`src/rtl/fetch_seq.sv`:
```
// fetch_seq -- instruction-fetch sequencer for the single-issue core.
//
// Owns the program counter. Issues one instruction-memory request at a time
// (req/ready), hands each fetched word to decode (valid/ready), and applies
// exception vectoring, branch/jump redirects and hazard stalls.
//
// Build option: FETCH_ALIGN_CHECK_EN
//   defined   : a redirect to a non-word-aligned target is refused; the
//               sequencer vectors to EXC_VECTOR and pulses fetch_fault.
//   undefined : fetch_fault is tied low and redir_target[1:0] are ignored.
//
// Ports:
//   clk, rst        clock, asynchronous active-low reset
//   pc_next         value pc_cur takes at the next clock edge
//   pc_cur          address of the instruction being fetched or held
//   imem_req/addr   memory request and its word address
//   imem_ready      memory accepts the request and returns imem_rdata
//   imem_rdata      instruction word
//   inst_valid      fetched instruction presented to decode
//   inst_data/pc    instruction word and its PC
//   dec_ready       decode accepts the instruction
//   stall           blocks new requests and leaving DELIVER
//   redir_valid     taken branch/jump pulse, with redir_target
//   exc_valid       exception entry pulse
//   fetch_fault     misaligned-redirect fault pulse
module fetch_seq #(
    parameter int                ADDR_W     = 32,
    parameter logic [ADDR_W-1:0] RESET_PC   = 32'h0000_0000,
    parameter logic [ADDR_W-1:0] EXC_VECTOR = 32'h0000_0080
) (
    input  logic              clk,
    input  logic              rst,
    output logic [ADDR_W-1:0] pc_next,
    output logic [ADDR_W-1:0] pc_cur,
    output logic              imem_req,
    output logic [ADDR_W-1:0] imem_addr,
    input  logic              imem_ready,
    input  logic [31:0]       imem_rdata,
    output logic              inst_valid,
    output logic [31:0]       inst_data,
    output logic [ADDR_W-1:0] inst_pc,
    input  logic              dec_ready,
    input  logic              stall,
    input  logic              redir_valid,
    input  logic [ADDR_W-1:0] redir_target,
    input  logic              exc_valid,
    output logic              fetch_fault
);

    localparam logic [1:0] S_IDLE    = 2'd0;
    localparam logic [1:0] S_REQ     = 2'd1;
    localparam logic [1:0] S_DELIVER = 2'd2;

    logic [1:0]        state_q, state_d;
    logic [ADDR_W-1:0] pc_q, pc_d;
    logic              pend_valid_q, pend_valid_d;
    logic [ADDR_W-1:0] pend_addr_q, pend_addr_d;
    logic [31:0]       inst_data_q, inst_data_d;
    logic [ADDR_W-1:0] inst_pc_q, inst_pc_d;

    logic              take;         // any redirect this cycle
    logic              bad_align;    // refused misaligned redirect
    logic [ADDR_W-1:0] redir_addr;   // address chosen by priority
    logic [1:0]        refill_state; // where to go when a new fetch is due

    assign take         = exc_valid || redir_valid;
    assign refill_state = stall ? S_IDLE : S_REQ;

`ifdef FETCH_ALIGN_CHECK_EN
    assign bad_align  = redir_valid && !exc_valid && (redir_target[1:0] != 2'b00);
    assign redir_addr = (exc_valid || bad_align) ? EXC_VECTOR : redir_target;
`else
    assign bad_align  = 1'b0;
    assign redir_addr = exc_valid ? EXC_VECTOR
                                  : (redir_target & ~{{(ADDR_W-2){1'b0}}, 2'b11});
`endif

    always_comb begin
        state_d      = state_q;
        pc_d         = pc_q;
        pend_valid_d = pend_valid_q;
        pend_addr_d  = pend_addr_q;
        inst_data_d  = inst_data_q;
        inst_pc_d    = inst_pc_q;
        case (state_q)
            S_IDLE: begin
                if (take) begin
                    pc_d = redir_addr;
                end
                state_d = refill_state;
            end
            S_REQ: begin
                if (imem_ready) begin
                    if (take) begin
                        // Redirect coincides with the response: the fresh
                        // redirect supersedes both the data and any pending one.
                        pc_d         = redir_addr;
                        pend_valid_d = 1'b0;
                        state_d      = refill_state;
                    end else if (pend_valid_q) begin
                        // Response belongs to a killed path; drop it.
                        pc_d         = pend_addr_q;
                        pend_valid_d = 1'b0;
                        state_d      = refill_state;
                    end else begin
                        inst_data_d = imem_rdata;
                        inst_pc_d   = pc_q;
                        pc_d        = pc_q + ADDR_W'(4);
                        state_d     = S_DELIVER;
                    end
                end else if (take) begin
                    // The request in flight cannot be aborted; remember
                    // where to go once it completes (latest redirect wins).
                    pend_valid_d = 1'b1;
                    pend_addr_d  = redir_addr;
                end
            end
            S_DELIVER: begin
                if (take) begin
                    pc_d    = redir_addr;
                    state_d = refill_state;
                end else if (dec_ready) begin
                    state_d = refill_state;
                end
            end
            default: state_d = S_IDLE;
        endcase
    end

    always_ff @(posedge clk or negedge rst) begin
        if (!rst) begin
            state_q      <= S_IDLE;
            pc_q         <= RESET_PC;
            pend_valid_q <= 1'b0;
            pend_addr_q  <= '0;
            inst_data_q  <= '0;
            inst_pc_q    <= '0;
        end else begin
            state_q      <= state_d;
            pc_q         <= pc_d;
            pend_valid_q <= pend_valid_d;
            pend_addr_q  <= pend_addr_d;
            inst_data_q  <= inst_data_d;
            inst_pc_q    <= inst_pc_d;
        end
    end

`ifdef FETCH_ALIGN_CHECK_EN
    logic fault_q;
    always_ff @(posedge clk or negedge rst) begin
        if (!rst) begin
            fault_q <= 1'b0;
        end else begin
            fault_q <= bad_align;
        end
    end
    assign fetch_fault = fault_q;
`else
    assign fetch_fault = 1'b0;
`endif

    // Request and valid come straight from state so an async reset drops
    // them immediately.
    assign pc_next    = pc_d;
    assign pc_cur     = pc_q;
    assign imem_req   = (state_q == S_REQ);
    assign imem_addr  = pc_q;
    assign inst_valid = (state_q == S_DELIVER);
    assign inst_data  = inst_data_q;
    assign inst_pc    = inst_pc_q;

endmodule

```
`config.mk`:
```
export PLATFORM = sky130hd
export DESIGN_NAME = fetch_seq
export DESIGN_NICKNAME = d
export VERILOG_FILES = /design/src/rtl/fetch_seq.sv
export SDC_FILE = /design/constraint.sdc
export NUM_CORES = 1
export LEC_CHECK = 0
export BUFFER_PORTS_ARGS = -buffer_cell sky130_fd_sc_hd__buf_2
export CORE_MARGIN = 3
export CORE_UTILIZATION = 30
export DETAILED_ROUTE_END_ITERATION = 8
export PLACE_DENSITY = 0.61
export SYNTH_ARGS = -nofsm -noshare
export SYNTH_HDL_FRONTEND = slang
export SYNTH_SLANG_ARGS = --single-unit
export TNS_END_PERCENT = 50
```
`constraint.sdc`:
```
create_clock -name clk -period 2.8 [get_ports clk]
set_input_delay 0.42 -clock clk [delete_from_list [all_inputs] [get_ports clk]]
set_output_delay 0.42 -clock clk [all_outputs]
set_load 0.005 [all_outputs]
```
[Word-level counts from Yosys, hierarchy flattened]
Cells that the tools add are included.
Operators by class
  add/subtract/negate cells: 1
  reduce and logical (&&, ||, !) cells: 8
  muxes and demuxes: 15
  bitwise logic cells: 3
  equality and inequality tests: 4
Operators with widths (number)
  $mux W32: 5
  $pmux W32 S2: 1
  $add A32 B3 Y32 const B: 1
  $mux W2: 5
  $pmux W2 S3: 1
  $reduce_and A2 Y1: 2
  $reduce_and A4 Y1: 1
  $mux W1: 3
  $ne A3 B1 Y1 const B: 1
  $not A1 Y1: 3
  $reduce_and A3 Y1: 1
  $eq A2 B1 Y1 const B: 1
  $eq A2 B2 Y1 const B: 1
  $logic_not A2 Y1: 1
  $ne A2 B1 Y1 const B: 1
  $reduce_bool A2 Y1: 1
  $reduce_or A2 Y1: 1
  $logic_or A1 B1 Y1: 1
Word-level totals
  input port bits: 71
  output and inout port bits: 163
  register bits after elaboration: 131
  word-level logic and storage cells: 37

[Depth between registers and ports, before layout]
  depth after elaboration: 5
  mapped depth: 9

[Least setup slack after synthesis]
Ideal clock, no wire load.
  kind: reg2out
  start point: reg pc_q[2] (netlist: imem_addr[2])
  end point: out pc_next[26]
  required time: 2.380 ns
  arrival: 2.312 ns
  setup slack: 0.068 ns
  path buffers: 1
  cell stages (with the launch flop): 8
  path through: dfrtp_1 -> ha_1 -> nand3_1 -> or4_4 -> buf_6 -> or3_1 -> or4b_1 -> nand3_1
Between the ends
  cells in the longest elaborated chain, start to end: 5
RTL lines
  start, declared: line 55  | logic [ADDR_W-1:0] pc_q, pc_d;
  start signal, assigned: line 140  | pc_q <= pc_d;
  $add A32 B3 Y32: line 108  | pc_d = pc_q + ADDR_W'(4);
  $mux W32: line 100  | end else if (pend_valid_q) begin
  $mux W32: line 94  | if (take) begin
  $mux W32: line 93  | if (imem_ready) begin
  $pmux W32 S2: line 85  | case (state_q)
  end, declared: line 33  | output logic [ADDR_W-1:0] pc_next,
No other way between the ends.

[Worst setup path in the final report]
Same ends and word-level chain as after synthesis.

==> summary.txt <==
Post-Syn Nets: 803
DP HPWL: 16.3 mm
DRT Wirelength: 22.3 mm
Register area: 3230 um2
Router iterations before antenna repair: 7
Synth cell types: 62
Yosys warnings: 0
Tmin final: 3.02 ns
Critical Path End Type: output pin
Seq cells post-synth: 129
Status: complete, but fails checks
Crit-path most repeated cell: nand3_4
Slew headroom: 64.0%
Maximum vdd drop: 0.320 mV
Slew @ Worst Pin: 0.540 ns
CP Data Arrival Time: 2.60 ns
Crit-path leading delay family: simple AND/OR/NAND/NOR gates
# clock sinks: 129
Worst-Skew Late Latency: 0.43 ns
DR vias/cell: 4.91
Crit-path max cell delay: 0.50 ns
Main synth FF type: dfrtp_1
Cell area after synthesis: 6340 um2
Mapped Cells: 731
Period utilization: 108%
H-tree Lvls: 4
RSZ-0062 raised after global routing: yes
Worst path cell trace: ha_4 > nand3_4 > or4_4 > or3_4 > or4b_4 > nand3_4 > buf_6
Port Buf Inserts: 230
PwrDens: 683 nW/um2
Clk pin slew, worst setup/hold paths: 0.06 ns
Multi-input logic area: 2900 um2
Initial antenna violation count: 0
P&R area growth vs syn: 41.6%
Failing checks: negative setup slack
Die Wd: 151 um
Hold WC Path Type: input pin to flop
Core Box Area: 20500 um2
Number of synthesized flops with an enable pin: 0
I/O Pins: 234
Root buffer cell: clkbuf_16
Biggest area consumer among synthesized cells: dfrtp_1
Worst path bufs/invs: 1
Vias in the first global route: 5975
P_leak: 4.80 nW
Via count: 6243
Wirelength per Cell: 17.5 um
Min Hold Slack: 0.180 ns
Num CTS Buffers: 17
Final worst slack: -0.216 ns
Max-slew violations: 0
Worst-path fanout max: 3
Crit-path slowest cell: or4b_4
FMAX: 332 MHz
Syn_area_per_cell: 8.67 um2
Largest net degree at the start of global routing: 54
DP Area: 7930 um2
Synth area leaders: dfrtp_1 51%, nand2_1 15%, buf_4 3.9%
Share of layout cells above drive strength 1: 38.7%
CP Launch Type: flop
Final core utilization: 43.8%
Setup tns final: -1.48 ns
Design area: 8970 um2
Maximum clock insertion buffer count: 2
Max_cap viols: 0
Gp weighted congestion: 0.849
Most frequent cell after synthesis: nand2_1
Rows: 52
TritonCTS clock tree: built
# nets final: 1060
Overflow after GRT: 0
Worst setup path class: flop to output pin
Share of the synthesized area in the top cell type: 50.9%
Setup Skew: 0.0161 ns
Placement Setup Slack: 0.0339 ns
Ant diodes: 0
Die Area: 22900 um2
Initial Util: 30.9%
Iter 0 DRT Violations: 607
Commonest cells in the netlist: 254 x nand2_1, 129 x dfrtp_1, 46 x o21ai_0, 39 x clkbuf_1, 33 x buf_4
Routed Antenna Nets: 0
Final setup violation count: 14
Register area share after synthesis: 50.9%
Worst EP required: 2.38 ns
Final-report hold violation count: 0
Asr flop ratio synth: 100%
Die height: 151 um
First-pass GRT wire length: 33.5 mm
DR DRC count: 0
Gr usage total: 19.0%
Fillcell total: 2024
## stage by stage
step | total power, mW | instances
floorplan | 3.15 | 731
global placement | 3.91 | 1217
detailed placement | 3.93 | 1217
CTS | 6.16 | 1263
global route | 6.47 | 1271
finish | 6.13 | 1271
## worst register-to-register path, delay by kind of cell, from the launching register on
family / cells / cell delay [ns]
buffers and inverters: 5 / 0.72
flip-flops: 1 / 0.40
AND/OR/NAND/NOR: 3 / 0.76
AO/OA/AOI/OAI: 1 / 0.10
XOR/XNOR: 1 / 0.14
## final timing paths
kind                                 start               to  slack (ns)  depth (start not counted)
max reg2reg                   imem_addr[3]    imem_addr[25]        0.57                         10
min                          imem_rdata[8]     inst_data[8]        0.18                          3
max                           imem_addr[2]      pc_next[26]       -0.22                          7
min in group asynchronous              rst     inst_data[2]        0.51                          2
min reg2reg                pend_addr_q[29]  pend_addr_q[29]        0.46                          2
max in group asynchronous              rst   pend_addr_q[5]        1.57                          3
## sequential cells by signal, indices dropped and copies added (netlist names)
register and cells:
imem_addr 32, pend_addr_q 30, inst_pc 32, pend_valid_q 1, inst_data 32, state_q 2
## cells by family after synthesis
group / synth area share (%)
and+or+nand+nor: 24.7
DFF: 50.9
AOI/OAI and AO/OA: 12.7
buffers and inverters: 7.56
xor gates and xnor gates: 2.76
muxes: 1.05
adders and majority gates: 0.197
other: 0.0592
## where the power goes
group	total, mW	internal [mW]	switching, mW	leakage [nW]
logic	1.50	0.676	0.821	2.83
registers	2.46	2.24	0.218	1.69
clock network	2.18	1.30	0.873	0.283
## layout by cell type, fill, tap and decap left out, drive strengths merged, types with 5 or more instances in the layout
cell,n
nor4,5
nor2,27
nand2b,6
a222oi,12
o21ai,47
a21oi,17
buf,315
nor2b,9
o221ai,6
nor3,10
dfrtp,129
nand3,13
nand4,20
clkinv,7
nand2,254
mux2,5
clkbuf,22
inv,15
xnor2,16
## metal layers
metal  global-route usage [%]  share of wire, %  up-vias
met4                     8.61               3.2        0
met3                     3.32               5.5       41
met1                     25.8                43     2991
met5                        0                 0        -
li1                         -                 -     2975
met2                     29.6                48      236
## what timing repair did
item	CTS	global route
hold endpoints to repair	50	0
gates resized for setup	49	21
setup endpoints to repair	18	22
pin swaps	21	11
buffers inserted	13	9
hold buffers	1	0
## layout make-up
| cell class | instances | share of cell area, % |
|---|---|---|
| Inverter | 14 | 0.586 |
| Tap cell | 270 | 3.77 |
| Clock buffer | 22 | 5.29 |
| Timing Repair Buffer | 316 | 20.9 |
| Multi-Input combinational cell | 510 | 32.3 |
| Sequential cell | 129 | 36.0 |
| Clock inverter | 10 | 1.14 |
No activity file was read; power rests on OpenSTA's default activity.
